===== src/rtl/adder_16_block.sv =====
// 3-bit + 3-bit + carry-in adder with a 4-bit registered sum, 1- or 2-cycle latency.
// Optional po_parity output is enabled by defining ADDER_16_PARITY_EN.
module adder_16_block #(
  parameter int LATENCY = 1
) (
  input  logic clk,
  input  logic rst_n,
  input  logic in_valid,
  input  logic pi6,
  input  logic pi5,
  input  logic pi4,
  input  logic pi3,
  input  logic pi2,
  input  logic pi1,
  input  logic pi0,
  output logic po3,
  output logic po2,
  output logic po1,
  output logic po0,
  output logic out_valid
`ifdef ADDER_16_PARITY_EN
  ,
  output logic po_parity
`endif
);

  logic [2:0] w_a;
  logic [2:0] w_b;
  logic       w_cin;
  logic       w_v;
  logic [2:0] w_s;
  logic [3:0] w_c;
  logic [3:0] w_sum;

  logic [3:0] r_sum;
  logic       r_ov;

  generate
    if (LATENCY == 1) begin : g_lat1
      assign w_a   = {pi6, pi5, pi4};
      assign w_b   = {pi3, pi2, pi1};
      assign w_cin = pi0;
      assign w_v   = in_valid;
    end else if (LATENCY == 2) begin : g_lat2
      logic [2:0] r_a;
      logic [2:0] r_b;
      logic       r_cin;
      logic       r_v1;

      // Operands load only on accepted cycles, so idle inputs never reach the adder.
      always_ff @(posedge clk) begin
        if (!rst_n) begin
          r_a   <= 3'b000;
          r_b   <= 3'b000;
          r_cin <= 1'b0;
          r_v1  <= 1'b0;
        end else begin
          r_v1 <= in_valid;
          if (in_valid) begin
            r_a   <= {pi6, pi5, pi4};
            r_b   <= {pi3, pi2, pi1};
            r_cin <= pi0;
          end
        end
      end

      assign w_a   = r_a;
      assign w_b   = r_b;
      assign w_cin = r_cin;
      assign w_v   = r_v1;
    end else begin : g_bad_latency
      $error("adder_16_block: LATENCY must be 1 or 2");
    end
  endgenerate

  // Ripple of three full adders; the last carry becomes sum bit 3.
  assign w_c[0] = w_cin;
  generate
    for (genvar i = 0; i < 3; i++) begin : g_fa
      assign w_s[i]   = w_a[i] ^ w_b[i] ^ w_c[i];
      assign w_c[i+1] = (w_a[i] & w_b[i]) | (w_c[i] & (w_a[i] ^ w_b[i]));
    end
  endgenerate

  assign w_sum = {w_c[3], w_s};

  always_ff @(posedge clk) begin
    if (!rst_n) begin
      r_sum <= 4'b0000;
      r_ov  <= 1'b0;
    end else begin
      r_ov <= w_v;
      if (w_v) begin
        r_sum <= w_sum;
      end
    end
  end

`ifdef ADDER_16_PARITY_EN
  logic r_parity;

  always_ff @(posedge clk) begin
    if (!rst_n) begin
      r_parity <= 1'b0;
    end else if (w_v) begin
      r_parity <= ^w_sum;
    end
  end

  assign po_parity = r_parity;
`endif

  assign po3       = r_sum[3];
  assign po2       = r_sum[2];
  assign po1       = r_sum[1];
  assign po0       = r_sum[0];
  assign out_valid = r_ov;

endmodule


===== config.mk =====
export PLATFORM = sky130hd
export DESIGN_NAME = adder_16_block
export DESIGN_NICKNAME = d
export VERILOG_FILES = /design/src/rtl/adder_16_block.sv
export SDC_FILE = /design/constraint.sdc
export NUM_CORES = 1
export LEC_CHECK = 0
export BUFFER_PORTS_ARGS = -buffer_cell sky130_fd_sc_hd__buf_4
export CAP_MARGIN = 0
export CORE_AREA = 2 2 39 41
export CTS_CLUSTER_SIZE = 24
export DETAILED_ROUTE_END_ITERATION = 16
export DIE_AREA = 0 0 41 43
export GPL_TIMING_DRIVEN = 0
export PLACE_DENSITY = 0.38
export RECOVER_POWER = 100
export SYNTH_ARGS = -nofsm -noshare
export SYNTH_HDL_FRONTEND = slang
export SYNTH_SLANG_ARGS = --single-unit

===== constraint.sdc =====
create_clock -name clk -period 2.4 [get_ports clk]
set_input_delay 0.48 -clock clk [delete_from_list [all_inputs] [get_ports clk]]
set_output_delay 0.48 -clock clk [all_outputs]
set_load 0.1 [all_outputs]

=== Word level (Yosys, flattened, before mapping) ===
Cells that the tools add are included.

* Bitwise operators: 15

{| class="wikitable"
|+ Operator list
! operator !! number
|-
| $and 1x1->1 || 6
|-
| $xor 1x1->1 || 6
|-
| $or 1x1->1 || 3
|}

* Register bits: 5
* Input port bits: 10
* Output and inout bits: 5
* Logic and storage cells: 17

=== Longest topological paths before layout ===
Gate-level depths: netlist (run 1).

* Word-level depth: 7
* Gate-level depth with buffers: 8
* Mapped depth without buffers: 8

=== Worst setup path before layout (run 1) ===
OpenSTA, ideal clock, no wires.

* Path type: input to register
* Start: input port pi4
* End: register r_sum[2]
* Library setup time: 0.118 ns
* Arrival: 1.770 ns
* Required time: 2.282 ns
* Slack: 0.512 ns
* Stages on the path: 8
* Buffers on the path: 0
* Cell sequence: inv_1 > fa_1 > inv_1 > fa_1 > inv_1 > fa_1 > nand2_1 > o211a_1

* Longest elaborated chain between the ends: 6
* Elaborated cells on any way between the ends: 7
* Those cells by class: bitwise (7)

{| class="wikitable"
|+ RTL lines
! what !! line !! text
|-
| start, declared || 11 || <nowiki>input logic pi4,</nowiki>
|-
| $xor 1x1->1 || 81 || <nowiki>assign w_c[i+1] = (w_a[i] & w_b[i]) | (w_c[i] & (w_a[i] ^ w_b[i]));</nowiki>
|-
| $and 1x1->1 || 81 ||
|-
| $or 1x1->1 (*) || 81 ||
|-
| $and 1x1->1 (*) || 81 ||
|-
| $or 1x1->1 (*) || 81 ||
|-
| $xor 1x1->1 (*) || 80 || <nowiki>assign w_s[i] = w_a[i] ^ w_b[i] ^ w_c[i];</nowiki>
|-
| end signal, assigned || 94 || <nowiki>r_sum <= w_sum;</nowiki>
|-
| end, declared || 35 || <nowiki>logic [3:0] r_sum;</nowiki>
|}

Every way passes the cells marked *; elsewhere a longest branch is shown, timed or not.
A chain may end at the register's enable or synchronous reset.

=== Final worst setup path (run 1) ===
* Start: register r_sum[0]
* End: output port po0

{| class="wikitable"
|+ RTL lines
! what !! line !! text
|-
| end, declared || 19 || <nowiki>output logic po0,</nowiki>
|}

No word-level cell between the ends.

==> results of run 1 <==
-- power by group through the flow --
stage	sequential [W]	clock (W)	combinational, W
after global placement	0.0000951	0	0.0000994
after global routing	0.0000941	0.000111	0.000100
after floorplan	0.000146	0	0.0000220
after CTS	0.0000939	0.000105	0.000100
final	0.0000938	0.0000978	0.0000918
after detailed placement	0.0000954	0	0.0000999
-- Yosys cell counts --
| cell type | n | area share |
|---|---|---|
| fa_1 | 3 | 0.23 |
| buf_6 | 1 | 0.043 |
| inv_1 | 7 | 0.10 |
| mux2i_1 | 1 | 0.038 |
| and2_2 | 1 | 0.029 |
| dfxtp_1 | 5 | 0.38 |
| o211a_1 | 3 | 0.11 |
| nand2_1 | 3 | 0.043 |
| nor2b_1 | 1 | 0.024 |
-- metal layers --
layer | up-vias | global-route usage | wire, um
met5 | - | 0 | 0
met4 | 0 | 0.0600 | 0
met3 | 0 | 0.0785 | 65
met2 | 10 | 0.119 | 234
met1 | 95 | 0.0817 | 195
li1 | 109 | - | -
-- stage by stage --
step | util | worst slack (ns) | instances | area (um^2)
global route | 0.278 | 0.422 | 58 | 384
CTS | 0.294 | 0.632 | 58 | 407
finish | 0.278 | 0.480 | 58 | 384
floorplan | - | 0.512 | 25 | 263
detailed placement | 0.275 | 0.379 | 54 | 380
global placement | 0.275 | 0.386 | 54 | 380
-- sequential cells by signal, indices dropped and copies added (netlist names) --
signal     flops
out_valid      1
r_sum          4
-- logic make-up (layout without fill, tap and decap cells) --
family | count (synthesis) | after routing
AO/OA/AOI/OAI | 3 | 3
flip-flops | 5 | 5
adder cells (fa/ha/maj) | 3 | 3
AND/OR/NAND/NOR | 5 | 5
buffers and inverters | 8 | 25
multiplexers | 1 | 1
-- layout make-up --
| cell class | count | area [um^2] | area share |
|---|---|---|---|
| well taps | 16 | 20.0 | 0.0521 |
| inverters | 7 | 26.3 | 0.0684 |
| multi-input cells | 12 | 125 | 0.326 |
| clock buffers | 4 | 26.3 | 0.0684 |
| plain buffers | 1 | 11.3 | 0.0293 |
| flip-flops and latches | 5 | 100 | 0.261 |
| repair buffers | 13 | 75.1 | 0.195 |
-- worst max-delay path by stage --
stage / start / to / depth (start not counted) / slack [ns]
2_1_floorplan: pi4 / r_sum[2] / 8 / 0.51
5_1_grt: r_sum[1] / po1 / 1 / 0.42
6_report: r_sum[0] / po0 / 1 / 0.48
3_3_place_gp: pi4 / r_sum[2] / 9 / 0.39
4_1_cts: pi4 / r_sum[2] / 9 / 0.63
3_5_place_dp: pi4 / r_sum[2] / 9 / 0.38
-- layout by cell type (no fill, tap or decap), drive strengths merged --
| master | count |
|---|---|
| nand2 | 3 |
| dfxtp | 5 |
| nor2b | 1 |
| clkbuf | 11 |
| and2 | 1 |
| buf | 7 |
| o211a | 3 |
| inv | 7 |
| fa | 3 |
| mux2i | 1 |
==> results summary, run 1 <==
Among cell families on the critical path, the largest total delay comes from buffers and inverters. The worst-case clock buffer depth is 2. The worst hold-check slack is slightly below 0.5 ns. The signal on the critical path passes through clkbuf_1.

Across the VDD grid, the largest voltage drop is 214 uV. The wire length of the first global-routing pass is approximately 950 um. The switching part of the total came out at 0.376.

The post-CTS setup buffer count is 0. The switching power is roughly 0.00011 W. The synthesis warning total is 0. The gate count of the mapped netlist is 25. The synthesized-area fraction occupied by xor and xnor cells came out at 0.

The synthesized netlist contains 9 unique library cells. Dividing the detail-routed via count by the number of cells gives around 3.7. In this run the most critical hold path is launched from r_sum[2]. The final count of pins violating max slew is 0. In this run the worst hold path is classified as register to register. For this design the static power due to leakage is between 0.2 and 0.25 nW.

The critical path in this run is classified as register to output port. The count of routing violations after the opening detailed-route iteration is 0. The post-CTS resize count is 0.

The diode insertion count for antenna repair came out at 0. The share of synthesized area spent on multiplexers is 0.0381. The largest stage delay on the critical path is around 0.86 ns. Based on the critical path, the design can be clocked at up to about 0.52 GHz. 15 I/O pins were placed. The worst setup path is captured at an output port.

The number of H-tree levels is 1. The starting density of the core came out at 0.190. The number of port buffers came out at 13. The count of state elements after synthesis is 5.

The total nets after synthesis came out at 38. The final worst-path cycle share came out at 0.800. The number of antenna violations at the first check in global routing is 0. The post-route DRC violation count came out at 0. TritonCTS built the clock tree. The slack of the worst reg-to-reg path is between 1.5 and 2 ns. Internal power comes to 0.000177 W. The relative contribution of sequential cells to total power is 0.331.

The die footprint came out at 1760 um^2. The core box area is 1380 um^2. The worst hold path terminates at r_sum[2].

The number of vias in the routed layout is roughly 210. In this run the critical register-to-register path is launched from r_sum[3]. The routability-driven placement congestion ratio came out at roughly 0.6. The adder and majority cell fraction of the synthesized area is 0.229. Setup total negative slack on the finished layout was measured at 0 ns.

Of the total synthesized cell area, the portion taken by AND, OR, NAND and NOR gates is 0.0952. STA classifies the critical path startpoint as a register. The run finished with clean final reports. The worst register-to-register path ends at r_sum[3]. The root buffer cell chosen for the clock tree is clkbuf_4. Clock-pin slew was measured on the worst setup and hold paths at 0.04 ns.

The number of fill cells in the layout is 161. The net count reported at finish is 56. The number of maximum-capacitance violations came out at 0. The site row count came out at 14.

The headroom to the max-slew limit came out at 0.226. The worst-case clock skew came out at 0 ns. The actual transition at the worst max-transition pin is roughly 1.2 ns. The insertion delay of the later-clocked pin in the worst-skew pair is 0.24 ns. The pin count of the biggest net entering global routing came out at 9. The maximum fanout along the worst path came out at 2.

The tree built by TritonCTS fans out to 5 sinks. The die height came out at between 40 and 50 um. The CTS buffer count is 3.

The placed wire-length estimate after detailed placement is between 300 and 400 um. For this run, the detailed router's first-pass iteration total came to 1. The width of the die came out at ~41 um. The fraction of power consumed by combinational cells is 0.324. The total grt overflow came out at 0. The routed wire length per instance is between 8 and 9 um. The cell area after synthesis came out at ~260 um^2. The mean cell area of the mapped netlist came out at 10.5 um^2. The share of post-route cells with drive strength above 1 came out at 0.286. The layout-stage area growth over the synthesis result is 46.2%. The clock period could shrink to slightly below 2 ns. Setup violations remaining at the end of the flow were counted as 0.

The slowest stage cell on the critical path is clkbuf_1. The final-report hold violation count is 0. The clock group share of total power came out at 0.345. The number of global-route vias before repair came out at between 200 and 250. Dividing total power by cell area gives a power density of approximately 740 nW/um^2. Setup repair after global routing left no endpoint under its margin. The buffering stage count on the worst path with inverters included came out at 1. The complex-gate fraction of the synthesized area was 0.114. The number of buffers inserted by hold repair at cts came out at 0. After synthesis, the largest family of logic cells by area is adder cells. STA puts the critical path data arrival time at ~1.4 ns.

The hold path depth came out at 1. The critical path required time is between 1.5 and 2 ns. The overall track demand over capacity in global routing is 0.0878. The final wirelength came out at about 500 um. After layout, the design draws a total of roughly 0.00028 W.

The share of the yosys chip area belonging to registers came out at 0.381. Measured in cells, the most critical reg-to-reg path has a length of 1. The final antenna-violating net count is 0.
No activity file was read; power rests on OpenSTA's default activity.
==> inputs of run 2 (changes only) <==
==> constraint.sdc (replaced) <==
create_clock -name clk -period 1.85 [get_ports clk]
set_input_delay 0.37 -clock clk [delete_from_list [all_inputs] [get_ports clk]]
set_output_delay 0.37 -clock clk [all_outputs]
set_load 0.1 [all_outputs]
==> run 2 against run 1 <==
  * Non-clock buffer count did not move
  * Sequential cell count did not move
  * First-iteration DRC count did not move
  * Cell area rose by 1.6%
  * Final cell count did not move
  * Critical endpoint is now r_sum[2]
==> results summary, run 2 (synthesized netlist as in run 1, its figures left out) <==
The net count reported at finish came out at 56 (unchanged). The final count of pins violating max slew is 0 (unchanged). The clock-pin slew on the worst setup and hold paths was 0.04 ns (about the same). The post-CTS setup buffer count is 0 (unchanged).

The maximum fanout along the worst path came out at 1 (was 2). The sink of the worst hold path is out_valid (was r_sum[2]). The number of H-tree levels is 1 (unchanged).

The placed wire-length estimate after detailed placement came out at 380 um (unchanged). The core box area is 1380 um^2 (unchanged). Cell-by-cell listing of the critical path: clkbuf_4 -> inv_1 -> fa_1 -> inv_1 -> fa_1 -> inv_1 -> fa_1 -> nand2_1 -> o211a_1 (was clkbuf_1).

The diode insertion count for antenna repair came out at 0 (unchanged). The class of the most critical setup path is primary input to register (was register to output port). The final antenna-violating net count came out at 0 (unchanged). The wire length on met2 is 234 um (unchanged).

The CTS buffer count came out at 3 (unchanged). The post-detailed-route via-to-cell ratio came to 3.72 (was 3.69). The slack of the worst reg-to-reg path came to 1.23 ns (was 1.78 ns).

Result of the run: complete, no violations (unchanged). The headroom to the max-slew limit came out at 0.642 (was 0.226). The worst-case clock buffer depth is 2 (unchanged). The number of global-route vias before repair is 240 (unchanged).

The highest metal layer with signal wires was met3 (unchanged). The top-level I/O count is 15 (unchanged). The setup slack at placement was -0.0609 ns (was 0.379 ns). Leaving out fill and tap cells, the most frequent cell in the layout is inv_1. The largest stage delay on the critical path is 0.47 ns (was 0.86 ns). The static leakage came out at 0.226 nW (was 0.210 nW). The routed wire length per instance came out at 8.22 um (was 8.53 um). The total grt overflow came out at 0 (unchanged). The number of port buffers came out at 13 (unchanged). The share of post-route cells with drive strength above 1 was 0.405 (was 0.286). Highest-count cells in the layout ignoring fill and taps: inv_1 (7), buf_4 (6), dfxtp_1 (5), clkbuf_2 (5), clkbuf_4 (4) (was inv_1 (7), clkbuf_1 (7), buf_4 (6), dfxtp_1 (5), clkbuf_4 (4)). The die footprint is 1760 um^2 (unchanged). The insertion delay of the later-clocked pin in the worst-skew pair came out at 0.24 ns (about the same). The width of the die is 41 um (unchanged). The actual transition at the worst max-transition pin was 0.540 ns (was 1.17 ns). The worst-case clock skew came to 0 ns (unchanged).

The worst reg-to-reg path cell count came to 1 (unchanged). The wire length of the first global-routing pass was 945 um (unchanged). The data arrival time of the critical path came out at 1.81 ns (was 1.44 ns).

The kind of capture point of the worst setup path is a register (was output port). RSZ-0062 raised after global routing: no (unchanged). The post-CTS resize count came to 0 (unchanged). The utilization after layout is 0.282 (was 0.278). The launch point of the worst path is pi4 (was r_sum[0]). The maximum VDD drop was 278 uV (was 214 uV).

The worst min-delay path class is primary input to register (was register to register). The final wirelength is 477 um (was 495 um). The cell at the root of the clock tree was clkbuf_4 (unchanged). The total power draw is 0.000369 W (was 0.000283 W). The sum of met3 wire segment lengths after detailed routing came out at 62 um (was 65 um). The buffering stage count on the worst path with inverters included came out at 4 (was 1). The number of buffers inserted by hold repair at cts is 0 (unchanged). The minimum period implied by the final worst setup slack is approximately 1.7 ns. The maximum operating frequency is between 0.5 and 0.6 GHz. The post-route worst setup slack came out at 0.174 ns (was 0.480 ns). The final-report hold violation count came to 0 (unchanged). The number of flip-flops in the largest register came to 4 (unchanged). The routability-driven placement congestion ratio is 0.614 (unchanged). The slowest stage cell on the critical path is fa_1 (was clkbuf_1). The layout-stage area growth over the synthesis result came out at 48.6% (was 46.2%). The site row count came out at 14 (unchanged).

The final worst-path cycle share came out at 0.906. The final instance area is 390 um^2 (was 384 um^2). The sink count of the clock tree came out at 5 (unchanged). The pin count of the biggest net entering global routing is 9 (unchanged). The number of maximum-capacitance violations is 0 (unchanged).

The wire length the detailed router placed on met1 came out at 180 um (was 195 um). The hold path depth came out at 2 (was 1). The placed standard-cell area is 380 um^2 (unchanged). The reg-to-reg endpoint is r_sum[3] (unchanged). The total power per unit cell area came out at 946 nW/um^2 (was 738 nW/um^2). The critical path launch point type is a primary input (was register).

The beginning of the worst register-to-register path is r_sum[3] (unchanged). The count of routing violations after the opening detailed-route iteration came to 0 (unchanged). The post-route DRC violation count came to 0 (unchanged).

The number of antenna violations at the first check in global routing is 0 (unchanged). The top register by number of flip-flops was r_sum (unchanged). The first-pass iteration count of the detailed router was 1 (unchanged).

The die height came out at 43 um (unchanged). The number of vias in the routed layout came out at 216 (was 214). The worst hold path startpoint is in_valid (was r_sum[2]).

The CTS tree is done (unchanged). The largest delay contributor family on the critical path was adder cells (was buffers and inverters). The critical path required time came out at 1.98 ns (was 1.92 ns). The starting density of the core came out at 0.190 (unchanged). The final setup violation count came to 0 (unchanged). The overall track demand over capacity in global routing is 0.0878 (unchanged).
run 2: metal layers:
layer / vias to the layer above / GRT usage
met3: 0 / 0.0785
met1: 97 / 0.0817
met5: - / 0
li1: 109 / -
met4: 0 / 0.0600
met2: 10 / 0.119
run 2: worst max path at each step:
stage | end | cells past startpoint | slack (ns)
2_1_floorplan | r_sum[2] | 8 | 0.07
3_3_place_gp | r_sum[2] | 9 | -0.05
3_5_place_dp | r_sum[2] | 9 | -0.06
4_1_cts | r_sum[2] | 9 | 0.19
5_1_grt | r_sum[2] | 9 | 0.07
6_report | r_sum[2] | 9 | 0.17
run 2: layout make-up:
type / count / area (um^2)
Buffer: 1 / 11.3
Clock buffer: 4 / 26.3
Fill cell: 157 / 993
Inverter: 7 / 26.3
Multi-Input combinational cell: 12 / 125
Sequential cell: 5 / 100
Tap cell: 16 / 20.0
Timing Repair Buffer: 13 / 81.3
run 2: per-stage QoR:
stage          setup TNS [ns]  hold slack (ns)  std cells
2_1_floorplan               0            0.498         25
3_3_place_gp          -0.0536            0.465         54
3_5_place_dp          -0.0609            0.472         54
4_1_cts                     0            0.372         58
5_1_grt                     0            0.385         58
6_report                    0            0.383         58
run 2: where the power goes:
part / total (W) / internal [W] / switching [W]
logic: 0.000121 / 0.0000326 / 0.0000886
clock network: 0.000127 / 0.0000816 / 0.0000452
registers: 0.000121 / 0.000117 / 0.00000403
